File: config.mk
export PLATFORM = sky130hd
export DESIGN_NAME = register_file
export DESIGN_NICKNAME = d
export VERILOG_FILES = /design/src/rtl/register_file.sv
export SDC_FILE = /design/constraint.sdc
export NUM_CORES = 2
export LEC_CHECK = 0
export ABC_AREA = 0
export BUFFER_PORTS_ARGS = -buffer_cell sky130_fd_sc_hd__clkbuf_2
export CORE_MARGIN = 4
export CORE_UTILIZATION = 35
export CTS_BUF_LIST = sky130_fd_sc_hd__clkbuf_16
export DETAILED_ROUTE_END_ITERATION = 10
export PLACE_DENSITY = 0.52
export SYNTH_ARGS = -nofsm -noshare
export SYNTH_HDL_FRONTEND = slang
export SYNTH_HIERARCHICAL = 1
export SYNTH_SLANG_ARGS = --single-unit
export TNS_END_PERCENT = 30
File: constraint.sdc
create_clock -name clk -period 3.8 [get_ports clk]
set_input_delay 0.95 -clock clk [delete_from_list [all_inputs] [get_ports clk]]
set_output_delay 0.95 -clock clk [all_outputs]
set_load 0.01 [all_outputs]
File: src/rtl/register_file.sv
// -----------------------------------------------------------------------------
// register_file
//   32 x DATA_W general-purpose register file with two combinational read
//   ports, one writeback port and a per-register busy scoreboard used for
//   decode-stage hazard detection.
//
//   Register PC_IDX is not stored. Reads of it return R15 (PC+8 from fetch),
//   writes to it are dropped, and its busy bit is held at 0.
//
// Ports
//   clk, rst_n    : clock (rising edge) and asynchronous active-low reset
//   RA1, RA2      : read addresses (Rn, and the RegSrc-selected Rm/Rd)
//   RD1, RD2      : read data, with a writeback bypass
//   WE3/WA3/WD3   : writeback enable / address / data
//   R15           : PC+8 value returned for reads of PC_IDX
//   Issue/IssueRd : decode is issuing an instruction that will write IssueRd
//   Stall         : a decode operand is still waiting on writeback
//   Busy          : registered scoreboard, one bit per register
// -----------------------------------------------------------------------------

// One register slot: its data word plus its scoreboard bit.
module register_file_entry #(
  parameter int DATA_W = 32
) (
  input  logic              clk,
  input  logic              rst_n,
  input  logic              wr,    // take wd on this edge
  input  logic              set,   // an instruction targeting this slot issues
  input  logic              clr,   // writeback to this slot completes
  input  logic [DATA_W-1:0] wd,
  output logic [DATA_W-1:0] q,
  output logic              busy
);

  always_ff @(posedge clk or negedge rst_n) begin
    if (!rst_n) begin
      q    <= '0;
      busy <= 1'b0;
    end else begin
      if (wr) q <= wd;
      // A new issue outranks a completing writeback to the same register:
      // the newer producer is still in flight.
      if (set)      busy <= 1'b1;
      else if (clr) busy <= 1'b0;
    end
  end

endmodule

module register_file #(
  parameter int DATA_W = 32,
  parameter int PC_IDX = 15
) (
  input  logic              clk,
  input  logic              rst_n,
  input  logic [4:0]        RA1,
  input  logic [4:0]        RA2,
  output logic [DATA_W-1:0] RD1,
  output logic [DATA_W-1:0] RD2,
  input  logic              WE3,
  input  logic [4:0]        WA3,
  input  logic [DATA_W-1:0] WD3,
  input  logic [DATA_W-1:0] R15,
  input  logic              Issue,
  input  logic [4:0]        IssueRd,
  output logic              Stall,
  output logic [31:0]       Busy
);

  localparam int         NREG = 32;
  localparam int         AW   = 5;
  localparam logic [4:0] PC_A = AW'(PC_IDX);

  logic [NREG-1:0][DATA_W-1:0] regs;
  logic [NREG-1:0]             busy_q;

  // Writeback is ignored while reset is held. Storage is already held in
  // reset, so this gate matters only for the read bypass and hazard terms.
  logic we_ok;
  assign we_ok = WE3 & rst_n;

  // Hazard on one read port. A writeback landing this cycle resolves it,
  // because the bypass supplies the value. The PC alias never stalls.
  function automatic logic hazard(input logic [AW-1:0] ra);
    return busy_q[ra] && (ra != PC_A) && !(we_ok && (WA3 == ra));
  endfunction

  // Read one port. The PC alias comes first and the writeback bypass second,
  // so the bypass never overrides R15.
  function automatic logic [DATA_W-1:0] rd_port(input logic [AW-1:0] ra);
    if (ra == PC_A)               return R15;
    else if (we_ok && WA3 == ra)  return WD3;
    else                          return regs[ra];
  endfunction

  always_comb begin
    RD1   = rd_port(RA1);
    RD2   = rd_port(RA2);
    Stall = hazard(RA1) | hazard(RA2);
  end

  // An issue that is itself stalled, or that targets the PC, leaves the
  // scoreboard unchanged.
  logic issue_ok;
  assign issue_ok = Issue && !Stall && (IssueRd != PC_A);

  genvar i;
  generate
    for (i = 0; i < NREG; i++) begin : g_reg
      if (i == PC_IDX) begin : g_pc
        // The PC slot has no storage. Its data comes from R15 on read.
        assign regs[i]   = '0;
        assign busy_q[i] = 1'b0;
      end else begin : g_gpr
        logic hit_wa;
        assign hit_wa = we_ok && (WA3 == AW'(i));

        register_file_entry #(.DATA_W(DATA_W)) u_entry (
          .clk   (clk),
          .rst_n (rst_n),
          .wr    (hit_wa),
          .set   (issue_ok && (IssueRd == AW'(i))),
          .clr   (hit_wa),
          .wd    (WD3),
          .q     (regs[i]),
          .busy  (busy_q[i])
        );
      end
    end
  endgenerate

  // Busy shows the registered scoreboard only, with no same-cycle bypass.
  assign Busy = busy_q;

endmodule

# ---- After elaboration in Yosys (flattened, before gate mapping)
# Cells that the tools add are included.
dict set report word_totals {
  ff_bits 1023
  in_bits 88
  output_inout_bits 97
  word_cells 313
}
dict set report classes {
  order_cmp 2
  eq_ne 67
  muxes 74
  n_bitwise 2
  reduce_logical 106
}
# op n
set ops {}
lappend ops {{binary-select mux 32 bit (select 5 bit)} 2}
lappend ops {{2-to-1 mux 32 bit} 6}
lappend ops {{== test 5 bit (second input constant)} 32}
lappend ops {{== test 5 x 4 -> 1 bit (second input constant)} 16}
lappend ops {{logical AND 1 bit} 70}
lappend ops {{2-to-1 mux 1 bit} 64}
lappend ops {{nonzero test 2 bit} 31}
lappend ops {{== test 5 x 3 -> 1 bit (second input constant)} 8}
lappend ops {{== test 5 x 2 -> 1 bit (second input constant)} 4}
lappend ops {{!= test 5 x 4 -> 1 bit (second input constant)} 3}
lappend ops {{less-than comparator 5 x 6 -> 1 bit (second input constant)} 2}
lappend ops {{binary-select mux 1 bit (select 5 bit)} 2}
lappend ops {{== test 5 x 1 -> 1 bit (second input constant)} 2}
lappend ops {{== test 5 bit} 2}
lappend ops {{logical NOT 5 bit} 2}
lappend ops {{logical NOT 1 bit} 3}
lappend ops {{bitwise AND 1 bit} 1}
lappend ops {{OR 1 bit} 1}

# ---- Logic depth before layout (Yosys ltp)
dict set report logic_depth {
  depth_word 10
  ltp_mapped 11
  ltp_nobuf 7
}

# ---- Cells and area by module
# The synthesis kept the hierarchy.
# mod instances cells_each area_each_um2
set by_module_without_submodules {}
lappend by_module_without_submodules {register_file_entry 31 71 1381.3}
lappend by_module_without_submodules {register_file 1 1588 18282.5}

# ---- Least setup slack after synthesis
# OpenSTA, ideal clock, no wires.
dict set report synth_timing {
  path_type {input-to-output}
  start {in RA1[0]}
  end {out RD1[3]}
  arrival_time_ns 2.796
  required_ns 2.850
  setup_slack_ns 0.054
  path_stages 7
  path_buffers 3
  path_cell_list {buf_2 buf_4 buf_2 mux4_2 mux4_2 nand3_1 nand3_1}
}
dict set report synth_between {
  elab_chain_cells 4
}
# item line_no
set synth_rtl {}
lappend synth_rtl {{from (decl)} 56} ;# input logic [4:0] RA1,
lappend synth_rtl {{binary-select mux 32 bit (select 5 bit) / == test 5 bit (equally long branches)} {93, 92}}
lappend synth_rtl {{2-to-1 mux 32 bit (implied by the code) / logical AND 1 bit (equally long branches)} {93, 92}}
lappend synth_rtl {{2-to-1 mux 32 bit} 92} ;# else if (we_ok && WA3 == ra) return WD3;
lappend synth_rtl {{2-to-1 mux 32 bit *} 91} ;# if (ra == PC_A) return R15;
lappend synth_rtl {{to (decl)} 58} ;# output logic [DATA_W-1:0] RD1,
# Mark *: on every way between the ends. The rest lies on a longest branch, timed or not. The select of a mux whose other input is x is not followed.

# ---- Worst setup path after layout
# Ends and elaborated chain as after synthesis.

==> flow_summary.toml <==
[outcome]
status = "finished with violations"
violations = "negative setup slack"

[floorplanning]
io_pins = 185
fp.dieH_um = 426
fp.dieArea_um2 = 181000
coreArea_um2 = 174000
die_w_um = 426
rows = 153
start_util_pct = 35.2

[grt]
grt_pass1_wl_mm = 308
grt_pass1_vias = 39800
grt_usage_pct = 23.4
grt_max_degree = 153
grt-ovfl-total = 0
antenna_found_initial = 9

[clocking]
cts_made_buffers = 118
cts.sinks = 1023
cts_tree = "yes"
path_clk_slew_ns = 0.06
cts_buffer_depth = 3
cts-root-buf = "clkbuf_16"
h-tree-depth = 3
clk-insertion-delay-late_ns = 0.74

[placed_design]
portBuffers = 183
hpwl_mm = 132
place.gp.congestion = 0.824

[logic_synthesis]
synth_area_um2 = 61100
synth_top_area_cell = "dfrtp_1"
yosysWarnings = 6
synthTopCellsByArea = "dfrtp_1 (42%), mux2_4 (23%), mux4_2 (18%), mux2i_1 (3.7%), buf_12 (3.0%)"
ys_seq_elements = 1023
syn_nets = 3877
synth-main-ff-cell = "dfrtp_1"
synth.most_common_cell = "dfrtp_1"
synth_cell_types = 47
synth_cells = 3789
synth-compound-area-share_pct = 3.30
async_flop_share_pct = 100
synth_fa_ha_area_share_pct = 0
yosys.area_share.simple_pct = 2.75
synthTopCellsByCount = "dfrtp_1 (1023), mux2_4 (930), mux4_2 (492)"
synthMuxAreaShare_pct = 46.2
ys_seq_area_share_pct = 41.9
syn_avg_cell_area_um2 = 16.1
synth_top_area_share_pct = 41.9
synthXorXnorAreaFrac_pct = 0.143
synth_enable_flop_cells = 0
synth_top_family_by_area = "multiplexers"

[worst_setup_path]
end_kind = "output port"
crit_arrival_ns = 3.16
path_buf_inv = 7
reg2reg_slack_ns = 1.34
crit_family = "multiplexers"
r2r-end = "g_reg[12].g_gpr.u_entry/busy"
ff2ff_path_depth = 8
worstPathCellList = "buf_12 > buf_12 > buf_16 > buf_12 > buf_12 > buf_16 > mux4_2 > mux4_2 > nand2b_4 > nand3_4 > clkbuf_2"
cp_common_cell = "buf_12"
path_max_fanout = 8
rr_startpoint = "g_reg[23].g_gpr.u_entry/busy"
path_class = "in -> out"
worstSetupStartpointType = "input pin"
critPathSlowestCell = "mux4_2"
cp.required_ns = 2.85
cp_slowest_stage_delay_ns = 0.51

[cells_and_area]
syn2layout_area_growth_pct = 18.6
final_util_pct = 41.7
drive_above_1_share_pct = 57.3
fillers = 15900
nets = 4309

[route]
routed_wirelength_mm = 215
drt_iter0_drc = 3641
avgRoutedWirePerCell_um = 32.4
via_per_inst = 5.78
drtPass1Iterations = 8
antenna_left = 0
drc = 0
vias = 38400

[timing]
layout_setup_ws_ns = -0.315
setup_violations = 44
final.setup_skew_ns = 0.00728
drv_slew = 0
period_share_pct = 108
period_minus_slack_ns = 4.11
relSlewSlack_pct = 32.1
hold_viol = 0
fmax_mhz = 243
rsz0062_at_grt = "true"
worstMarginPinSlew_ns = 1.02

[power]
p_clk_share_pct = 35.9
swShare_pct = 27.9
finalPower_mw = 32.3
power.switching_mw = 8.99
pwr-share-seq_pct = 42.3
ir_worst_vdd_mv = 0.412
p_int_mw = 23.3
leakagePower_nw = 32.0
comb_power_share_pct = 21.8
power_density_nw_per_um2 = 445

[job]
maxCapViolations = 0

[hold_path]
hp-class = "in -> async"
==> stage by stage <==
stage                     area, um2  worst slack, ns  hold slack [ns]  instances  setup TNS (ns)
final                         72500           -0.315            0.198       6645           -9.16
after global routing          72500           -0.351            0.174       6645          -11.85
after CTS                     71700           -0.354            0.155       6621          -14.44
after detailed placement      66300           -0.994            0.509       6356          -36.14
after global placement        66300           -0.995            0.504       6356          -37.60
after floorplan               61100           0.0540            0.492       3789               0
==> metal layers <==
layer | share of wire [%] | vias to the layer above | track usage [%]
li1 | - | 15500 | -
met1 | 45 | 21100 | 33.8
met2 | 46 | 1436 | 36.2
met3 | 6.3 | 302 | 4.12
met4 | 3.1 | 2 | 6.42
met5 | 0.0093 | - | 0
==> power groups by stage <==
| stage | combinational (mW) | clock, mW | sequential, mW |
|---|---|---|---|
| floorplan | 4.64 | 0 | 13.3 |
| global placement | 6.60 | 0 | 13.7 |
| detailed placement | 6.67 | 0 | 13.7 |
| CTS | 6.94 | 11.8 | 13.6 |
| global route | 7.44 | 12.3 | 13.8 |
| finish | 7.04 | 11.6 | 13.6 |
==> how the worst max path moves through the flow <==
| stage | startpoint | end | slack, ns | depth (start not counted) |
|---|---|---|---|---|
| 6_report | RA1[0] | RD1[3] | -0.31 | 11 |
| 5_1_grt | RA1[0] | RD1[29] | -0.35 | 12 |
| 4_1_cts | RA1[0] | RD1[22] | -0.35 | 13 |
| 3_5_place_dp | RA1[0] | RD1[22] | -0.99 | 11 |
| 3_3_place_gp | RA1[0] | RD1[22] | -0.99 | 11 |
| 2_1_floorplan | RA1[0] | RD1[3] | 0.05 | 7 |
==> cell families after synthesis <==
kind of cell           Yosys count
AO/OA/AOI/OAI                  294
XOR/XNOR                        10
buffers and inverters          373
flip-flops                    1023
multiplexers                  1727
other                            1
AND/OR/NAND/NOR                361
==> cell type report <==
class	instances	area, um2	share of cell area (%)
tap	2325	2910	4.02
timing repair buffer	654	6930	9.57
clock buffer	119	2980	4.11
multi-input combinational	2393	33000	45.6
clock inverter	99	870	1.20
inverter	31	116	0.161
sequential	1023	25600	35.3
antenna	1	2.50	0.00345
==> sequential cells by signal, summed over array words and instances (netlist names) <==
signal	cells
g.g_gpr.u_entry/busy	31
g.g_gpr.u_entry/q	992
==> placed cells by master (no fill, tap or decap), types with 9 or more instances in the layout <==
cell,n
clkbuf_2,153
o21ai_1,9
clkinv_1,31
nand3_2,21
buf_2,15
a21o_1,34
mux2i_1,218
nand3_1,69
buf_16,24
o2bb2ai_1,28
nor2b_1,18
clkbuf_16,123
buf_12,129
o22ai_4,12
mux4_2,492
clkinv_2,25
nor2_1,50
a21oi_1,44
buf_8,16
dfrtp_1,1023
buf_6,36
o211ai_1,28
mux2_4,931
buf_4,276
mux2i_2,9
inv_1,49
nor2_4,34
o21ai_0,21
nand2_1,84
bufinv_16,14
nor3_1,31
o22ai_2,13
a22oi_1,55
mux2_2,73
a22oi_2,13
a211oi_1,9
==> what timing repair did <==
item                                    CTS  global route
buffers inserted                         37            23
gates cloned                             16             4
resized for setup                       153           135
pin swaps                                23            38
hold buffers                              0             0
endpoints found under the setup margin   65            65
Power figures use the tool's default switching activity.
